==> config.mk <==
export PLATFORM = sky130hd
export DESIGN_NAME = icache_assoc_flat
export DESIGN_NICKNAME = d
export VERILOG_FILES = /design/src/rtl/icache_assoc_if.sv /design/src/rtl/icache_assoc.sv /design/src/flat_wrapper.sv
export SDC_FILE = /design/constraint.sdc
export NUM_CORES = 2
export LEC_CHECK = 0
export BUFFER_PORTS_ARGS = -buffer_cell sky130_fd_sc_hd__buf_2
export CAP_MARGIN = 20
export CORE_ASPECT_RATIO = 1.75
export CORE_MARGIN = 3
export CORE_UTILIZATION = 62
export DETAILED_ROUTE_END_ITERATION = 8
export PLACE_DENSITY = 0.8
export SETUP_SLACK_MARGIN = 0.5
export SLEW_MARGIN = 10
export SYNTH_ARGS = -nofsm -noshare
export SYNTH_HDL_FRONTEND = slang
export SYNTH_SLANG_ARGS = --single-unit
==> constraint.sdc <==
create_clock -name CLK -period 7.1 [get_ports CLK]
set_input_delay 0.71 -clock CLK [delete_from_list [all_inputs] [get_ports CLK]]
set_output_delay 0.71 -clock CLK [all_outputs]
set_load 0.02 [all_outputs]
==> src/rtl/icache_assoc_if.sv <==
// -----------------------------------------------------------------------------
// icache_assoc_if
// Bundles the fetch-side and refill-side signals of the associative icache.
//   Fetch side : imemREN, imemaddr -> ihit, imemload ; inv (invalidate all)
//   Refill side: iREN, iaddr -> memory ; iwait, iload <- memory
//   Status     : busy (refill in progress), hit_cnt, miss_cnt (saturating)
// Modports:
//   slave  - the cache itself
//   master - whoever drives fetches and models memory
// -----------------------------------------------------------------------------
interface icache_assoc_if #(
  parameter int CNT_W = 32
);
  logic             imemREN;
  logic [31:0]      imemaddr;
  logic             ihit;
  logic [31:0]      imemload;
  logic             inv;
  logic             iREN;
  logic [31:0]      iaddr;
  logic             iwait;
  logic [31:0]      iload;
  logic             busy;
  logic [CNT_W-1:0] hit_cnt;
  logic [CNT_W-1:0] miss_cnt;

  modport slave (
    input  imemREN, imemaddr, inv, iwait, iload,
    output ihit, imemload, iREN, iaddr, busy, hit_cnt, miss_cnt
  );

  modport master (
    output imemREN, imemaddr, inv, iwait, iload,
    input  ihit, imemload, iREN, iaddr, busy, hit_cnt, miss_cnt
  );
endinterface

==> src/rtl/icache_assoc.sv <==
// -----------------------------------------------------------------------------
// icache_assoc
// Parametrised set-associative instruction cache with true-LRU replacement,
// bulk invalidate and saturating hit/miss counters.
// Ports:
//   CLK  - clock, all state updates on the rising edge
//   RST  - synchronous active-high reset
//   bus  - icache_assoc_if.slave: fetch request/response, memory refill
//          handshake (iREN/iaddr/iwait/iload), busy and performance counters
// Hits are answered combinationally in IDLE. A miss latches the block base
// and a victim way, then FILL streams WORDS words from memory into the victim.
// -----------------------------------------------------------------------------
module icache_assoc #(
  parameter int SETS  = 8,
  parameter int WAYS  = 2,
  parameter int WORDS = 2,
  parameter int CNT_W = 32
) (
  input  logic          CLK,
  input  logic          RST,
  icache_assoc_if.slave bus
);

  localparam int WO = $clog2(WORDS);            // word-offset bits (0 if WORDS=1)
  localparam int IW = $clog2(SETS);             // index bits
  localparam int TW = 30 - WO - IW;             // tag bits
  localparam int AW = (WAYS > 1) ? $clog2(WAYS) : 1;
  localparam int CW = (WO > 0) ? WO : 1;

  typedef enum logic {S_IDLE, S_FILL} state_t;

  state_t           state_q, state_d;
  logic [31:0]      base_q, base_d;
  logic [CW-1:0]    fill_cnt_q, fill_cnt_d;
  logic [AW-1:0]    victim_q, victim_d;
  logic             pend_inv_q, pend_inv_d;
  logic [CNT_W-1:0] hit_cnt_q, hit_cnt_d;
  logic [CNT_W-1:0] miss_cnt_q, miss_cnt_d;
  logic [SETS-1:0]  valid_q [WAYS];
  logic [SETS-1:0]  valid_d [WAYS];
  logic [AW-1:0]    age_q [SETS][WAYS];
  logic [AW-1:0]    age_d [SETS][WAYS];

  // Line storage; never reset, qualified by the valid bits.
  logic [TW-1:0]    tag_mem  [WAYS][SETS];
  logic [31:0]      data_mem [WAYS][SETS][WORDS];

  logic [IW-1:0]    req_set, fill_set, lru_set;
  logic [TW-1:0]    req_tag, fill_tag;
  logic [CW-1:0]    req_word;
  logic [WAYS-1:0]  way_hit;
  logic [AW-1:0]    hit_way, victim_sel, lru_way;
  logic             found_inv;
  logic             inv_eff, lookup, lookup_hit, lookup_miss;
  logic             fill_accept, fill_last, lru_en;
  logic [1:0]       unused_byte_off;

  assign req_set         = bus.imemaddr[2+WO +: IW];
  assign req_tag         = bus.imemaddr[31 -: TW];
  assign fill_set        = base_q[2+WO +: IW];
  assign fill_tag        = base_q[31 -: TW];
  assign unused_byte_off = bus.imemaddr[1:0];

  generate
    if (WO > 0) begin : g_word_sel
      assign req_word = bus.imemaddr[2 +: WO];
    end else begin : g_word_zero
      assign req_word = '0;
    end
  endgenerate

  genvar gi;
  generate
    for (gi = 0; gi < WAYS; gi++) begin : g_way_match
      assign way_hit[gi] = valid_q[gi][req_set] && (tag_mem[gi][req_set] == req_tag);
    end
  endgenerate

  // A pending invalidate from a fill behaves like inv for the first IDLE cycle.
  assign inv_eff     = bus.inv | pend_inv_q;
  assign lookup      = (state_q == S_IDLE) && bus.imemREN && !inv_eff;
  assign lookup_hit  = lookup && (|way_hit);
  assign lookup_miss = lookup && !(|way_hit);
  assign fill_accept = (state_q == S_FILL) && !bus.iwait;
  assign fill_last   = fill_accept && (fill_cnt_q == CW'(WORDS - 1));

  always_comb begin
    hit_way = '0;
    for (int w = 0; w < WAYS; w++) begin
      if (way_hit[w]) hit_way = AW'(w);
    end
  end

  // Victim: lowest invalid way wins, otherwise the least recently used one.
  always_comb begin
    victim_sel = '0;
    found_inv  = 1'b0;
    for (int w = 0; w < WAYS; w++) begin
      if (age_q[req_set][w] == AW'(WAYS - 1)) victim_sel = AW'(w);
    end
    for (int w = 0; w < WAYS; w++) begin
      if (!found_inv && !valid_q[w][req_set]) begin
        victim_sel = AW'(w);
        found_inv  = 1'b1;
      end
    end
  end

  // True LRU: touched way becomes age 0, younger ways age by one.
  assign lru_en  = lookup_hit | fill_last;
  assign lru_set = lookup_hit ? req_set : fill_set;
  assign lru_way = lookup_hit ? hit_way : victim_q;

  always_comb begin
    age_d = age_q;
    if (lru_en) begin
      for (int w = 0; w < WAYS; w++) begin
        if (AW'(w) == lru_way) begin
          age_d[lru_set][w] = '0;
        end else if (age_q[lru_set][w] < age_q[lru_set][lru_way]) begin
          age_d[lru_set][w] = age_q[lru_set][w] + AW'(1);
        end
      end
    end
  end

  always_comb begin
    valid_d = valid_q;
    if (fill_last) valid_d[victim_q][fill_set] = 1'b1;
    if ((state_q == S_IDLE) && inv_eff) begin
      for (int w = 0; w < WAYS; w++) valid_d[w] = '0;
    end
  end

  // Remaining datapath state.
  always_comb begin
    base_d     = base_q;
    fill_cnt_d = fill_cnt_q;
    victim_d   = victim_q;
    hit_cnt_d  = hit_cnt_q;
    miss_cnt_d = miss_cnt_q;
    pend_inv_d = (state_q == S_FILL) ? (pend_inv_q | bus.inv) : 1'b0;
    if (lookup_miss) begin
      base_d     = bus.imemaddr & ~(32'(WORDS * 4) - 32'd1);
      fill_cnt_d = '0;
      victim_d   = victim_sel;
      if (miss_cnt_q != '1) miss_cnt_d = miss_cnt_q + 1'b1;
    end
    if (fill_accept) fill_cnt_d = fill_last ? '0 : fill_cnt_q + 1'b1;
    if (lookup_hit && (hit_cnt_q != '1)) hit_cnt_d = hit_cnt_q + 1'b1;
  end

  // FSM: state register.
  always_ff @(posedge CLK) begin
    if (RST) begin
      state_q    <= S_IDLE;
      base_q     <= '0;
      fill_cnt_q <= '0;
      victim_q   <= '0;
      pend_inv_q <= 1'b0;
      hit_cnt_q  <= '0;
      miss_cnt_q <= '0;
      for (int w = 0; w < WAYS; w++) valid_q[w] <= '0;
      for (int s = 0; s < SETS; s++) begin
        for (int w = 0; w < WAYS; w++) age_q[s][w] <= AW'(w);
      end
    end else begin
      state_q    <= state_d;
      base_q     <= base_d;
      fill_cnt_q <= fill_cnt_d;
      victim_q   <= victim_d;
      pend_inv_q <= pend_inv_d;
      hit_cnt_q  <= hit_cnt_d;
      miss_cnt_q <= miss_cnt_d;
      valid_q    <= valid_d;
      age_q      <= age_d;
    end
  end

  // Line writes; suppressed under reset so an aborted fill leaves no trace.
  always_ff @(posedge CLK) begin
    if (!RST && fill_accept) data_mem[victim_q][fill_set][fill_cnt_q] <= bus.iload;
    if (!RST && fill_last)   tag_mem[victim_q][fill_set] <= fill_tag;
  end

  // FSM: next state. A fill always runs to completion once started.
  always_comb begin
    state_d = state_q;
    case (state_q)
      S_IDLE:  if (lookup_miss) state_d = S_FILL;
      S_FILL:  if (fill_last)   state_d = S_IDLE;
      default: state_d = S_IDLE;
    endcase
  end

  // FSM: outputs.
  always_comb begin
    bus.ihit     = lookup_hit;
    bus.imemload = lookup_hit ? data_mem[hit_way][req_set][req_word] : 32'd0;
    bus.iREN     = (state_q == S_FILL);
    bus.busy     = (state_q == S_FILL);
    bus.iaddr    = (state_q == S_FILL) ?
                   base_q + {{(30 - CW){1'b0}}, fill_cnt_q, 2'b00} : 32'd0;
    bus.hit_cnt  = hit_cnt_q;
    bus.miss_cnt = miss_cnt_q;
  end

endmodule

==> src/flat_wrapper.sv <==
// flat-port wrapper written by rule: the top's interface ports become plain ports
module icache_assoc_flat 
#(
  parameter int SETS  = 8,
  parameter int WAYS  = 2,
  parameter int WORDS = 2,
  parameter int CNT_W = 32
)
  (CLK, RST, bus_imemREN, bus_imemaddr, bus_inv, bus_iwait, bus_iload, bus_ihit, bus_imemload, bus_iREN, bus_iaddr, bus_busy, bus_hit_cnt, bus_miss_cnt);
  icache_assoc_if #(.CNT_W(CNT_W)) bus_i ();
  input  logic CLK;
  input  logic RST;
  input wire logic [$bits(bus_i.imemREN)-1:0] bus_imemREN;
  input wire logic [$bits(bus_i.imemaddr)-1:0] bus_imemaddr;
  input wire logic [$bits(bus_i.inv)-1:0] bus_inv;
  input wire logic [$bits(bus_i.iwait)-1:0] bus_iwait;
  input wire logic [$bits(bus_i.iload)-1:0] bus_iload;
  output wire logic [$bits(bus_i.ihit)-1:0] bus_ihit;
  output wire logic [$bits(bus_i.imemload)-1:0] bus_imemload;
  output wire logic [$bits(bus_i.iREN)-1:0] bus_iREN;
  output wire logic [$bits(bus_i.iaddr)-1:0] bus_iaddr;
  output wire logic [$bits(bus_i.busy)-1:0] bus_busy;
  output wire logic [$bits(bus_i.hit_cnt)-1:0] bus_hit_cnt;
  output wire logic [$bits(bus_i.miss_cnt)-1:0] bus_miss_cnt;
  assign bus_i.imemREN = bus_imemREN;
  assign bus_i.imemaddr = bus_imemaddr;
  assign bus_i.inv = bus_inv;
  assign bus_i.iwait = bus_iwait;
  assign bus_i.iload = bus_iload;
  assign bus_ihit = bus_i.ihit;
  assign bus_imemload = bus_i.imemload;
  assign bus_iREN = bus_i.iREN;
  assign bus_iaddr = bus_i.iaddr;
  assign bus_busy = bus_i.busy;
  assign bus_hit_cnt = bus_i.hit_cnt;
  assign bus_miss_cnt = bus_i.miss_cnt;
  icache_assoc #(.SETS(SETS), .WAYS(WAYS), .WORDS(WORDS), .CNT_W(CNT_W)) u_core (.CLK(CLK), .RST(RST), .bus(bus_i));
endmodule
==> results.json <==
{
  "grt_overflow": 0,
  "peakVddDrop_uv": 265,
  "period_needed_ns": 6.55,
  "core-area_sq_um": 98300,
  "portBuffers": 195,
  "drt_iter0_drc": 4221,
  "end_kind": "primary output",
  "path_clk_slew_ns": 0.07,
  "drtPass1Iterations": 6,
  "finalHoldViolations": 0,
  "ys_seq_area_share_pct": 74.5,
  "area_delta_synth_final_pct": 12.7,
  "worst_pin_slew_ns": 1.16,
  "drt_wl_total_um": 162000,
  "slowest_delay_ns": 0.99,
  "max_slew_margin_pct": 22.8,
  "ys_types": 65,
  "die_h_um": 423,
  "grt_usage_pct": 32.1,
  "hold_class": "in -> reg",
  "slew_viol_final": 0,
  "final_core_util_pct": 70.5,
  "vias": 32936,
  "grt_antenna_before_repair": 7,
  "syn_area_per_cell_sq_um": 20.1,
  "wl_per_cell_um": 34.0,
  "nFillCells": 5622,
  "avgViaCountPerCell": 6.91,
  "dieWidth_um": 244,
  "start_util_pct": 62.6,
  "synth_enable_flop_cells": 1440,
  "stdcell_count": 4769,
  "cts_buffers": 136,
  "cts_setup_buffers": 0,
  "arrival_ns": 5.84,
  "finalPower_mw": 18.3,
  "rsz0062_at_grt": "yes",
  "fin_skew_ns": 0.0271,
  "crit_chain": "buf_8 -> buf_4 -> buf_4 -> mux4_2 -> mux2i_1 -> xor2_1 -> and4_1 -> nand4_1 -> a21o_2 -> buf_4 -> nor2_1 -> buf_2",
  "layout.nets": 3411,
  "gp_congestion": 0.896,
  "ys.flop_type": "edfxtp_1",
  "row_count": 152,
  "crit_path_frequent_cell": "buf_4",
  "ys_async_sr_fraction_pct": 0,
  "final_antenna_net_count": 0,
  "crit_type": "in -> out",
  "critPathRequiredTime_ns": 6.39,
  "cts_tree": "yes",
  "critPathSlowestCell": "buf_4",
  "tns_ns": 0,
  "grt_max_degree": 77,
  "synthCells": 3062,
  "cts.sinks": 1569,
  "io_pins": 200,
  "status": "complete, no violations",
  "ys.warnings.count": 0,
  "fin_crit_sh_pct": 92.3,
  "p_per_area_nw_per_um2": 264,
  "critPathLaunchType": "input port",
  "grt_pass1_vias": 34010,
  "fmax_mhz": 153,
  "dpl.hpwl_um": 84600,
  "p_leak_nw": 22.8,
  "dp.cells": 4507,
  "layout-drive-gt1-share_pct": 28.3,
  "synth_area_sq_um": 61500,
  "die_area_sq_um": 103000,
  "path_max_fanout": 76,
  "clockRootBuffer": "clkbuf_16",
  "route.detailed.drc": 0,
  "hold_buffers": 0,
  "setup_violations": 0,
  "ys_seq_elements": 1569,
  "maxCapViolCount": 0,
  "insertion_delay_ns": 0.76,
  "hold_ws_ns": 0.239,
  "clock_path_buffers": 3,
  "grt_pass1_wl_um": 235000,
  "cts_max_level": 4
}
final timing paths:
| check | end | from | slack (ns) | depth (start not counted) |
|---|---|---|---|---|
| setup / recovery | bus_imemload[5] | bus_imemaddr[3] | 0.55 | 12 |
| hold reg to reg | u_core.valid_q[10]$_SDFFE_PP0P_ | u_core.valid_q[10]$_SDFFE_PP0P_ | 0.47 | 2 |
| hold / removal | u_core.base_q[16]$_SDFFE_PP0P_ | bus_imemaddr[16] | 0.24 | 3 |
| setup reg to reg | u_core.age_q[0]$_SDFFE_PP1P_ | u_core.tag_mem[1][13]$_DFFE_PP_ | 2.17 | 14 |
repair_timing:
item	in CTS	in global routing
endpoints found under the hold margin	0	0
resized for setup	13	14
setup endpoints to repair	30	18
pin swaps	1	0
report_power, final:
group	leakage (nW)	internal (mW)	switching (mW)
Clock	2.16	4.12	3.36
Combinational	6.49	0.248	0.419
Sequential	14.2	10.1	0.0435
Total	22.8	14.5	3.83
cell usage after synthesis (all sizes together), types with 4 or more instances:
cell type / instances / share of area, %
and3: 22 / 0.22
mux2i: 182 / 3.0
o221ai: 4 / 0.057
edfxtp: 1440 / 70
a21o: 4 / 0.049
o22ai: 4 / 0.041
nand2: 70 / 0.43
xor2: 78 / 1.1
nand4: 16 / 0.16
nor4: 7 / 0.071
a31oi: 4 / 0.041
xnor2: 25 / 0.36
and2: 36 / 0.37
dfxtp: 129 / 4.2
mux2: 13 / 0.24
o21ai: 20 / 0.16
mux4: 384 / 14
clkbuf: 92 / 0.56
nor3: 38 / 0.31
inv: 11 / 0.067
nand2b: 17 / 0.17
or3: 8 / 0.081
a21oi: 29 / 0.24
nor2: 193 / 1.2
nor2b: 24 / 0.24
buf: 77 / 0.68
and4: 9 / 0.13
a221o: 7 / 0.11
a211oi: 5 / 0.069
a22oi: 33 / 0.40
nand3: 37 / 0.30
through the flow:
step	setup slack [ns]	cell area, sq um
2_1_floorplan	1.68	61500
3_3_place_gp	0.314	64600
3_5_place_dp	0.225	64700
4_1_cts	0.507	69200
5_1_grt	0.493	69300
6_report	0.549	69300
cell usage in the layout, fill, tap and decap left out, types with 15 or more instances in the layout:
cell type and instances:
edfxtp_1 1440, mux4_2 384, buf_2 191, mux2i_1 174, nor2_1 167, clkbuf_16 137, dfxtp_1 129, buf_4 94
xor2_1 77, nand2_1 70, nand3_1 36, and2_1 34, a22oi_1 33, a21oi_1 29, clkbuf_1 27, xnor2_1 25
nor2_4 24, nor3_2 24, clkinv_1 24, nor2b_1 22, and3_1 22, clkinv_2 22, nand2b_1 17, nand4_1 16
o21ai_0 15
kinds of logic (layout without fill, tap and decap cells):
kind of cell | after synthesis | in the layout | share of synthesized area [%]
compound gates | 133 | 133 | 1.50
buf+inv | 181 | 570 | 1.33
simple gates | 494 | 494 | 3.90
fa+ha+maj | 2 | 2 | 0.0407
xor+xnor | 103 | 103 | 1.47
mux | 579 | 579 | 17.3
flops | 1569 | 1569 | 74.5
other cells | 1 | 10 | 0.00610
cell type report:
cell class	count	area, sq um	area share, %
Antenna cell	8	20.0	0.0289
Clock buffer	165	3540	5.11
Clock inverter	85	908	1.31
Inverter	12	50.0	0.0722
Multi-Input combinational cell	1313	15300	22.0
Sequential cell	1569	45800	66.1
Tap cell	1309	1640	2.36
Timing Repair Buffer	308	2080	3.00
state kept, by name, indices dropped and copies added (netlist names):
register             flops
u_core.data_mem       1024
u_core.base_q           29
u_core.bus.hit_cnt      32
u_core.tag_mem         416
u_core.pend_inv_q        1
u_core.valid_q          16
u_core.bus.miss_cnt     32
u_core.victim_q          1
u_core.fill_cnt_q        1
u_core.age_q            16
u_core.bus.busy          1
layer usage:
metal | global-route usage (%) | up-vias | wire, um
li1 | - | 12991 | -
met5 | 0 | - | 0
met1 | 39.1 | 16880 | 52100
met3 | 7.01 | 519 | 16300
met2 | 54.0 | 2546 | 84300
met4 | 16.9 | 0 | 9530
worst max-delay path: cells and delay by family:
family	cells	cell delay, ns
and+or+nand+nor	3	0.80
buffers and inverters	5	2.49
AOI/OAI and AO/OA	1	0.30
xor gates and xnor gates	1	0.49
muxes	2	0.87
(Power assumes the default switching activity.)
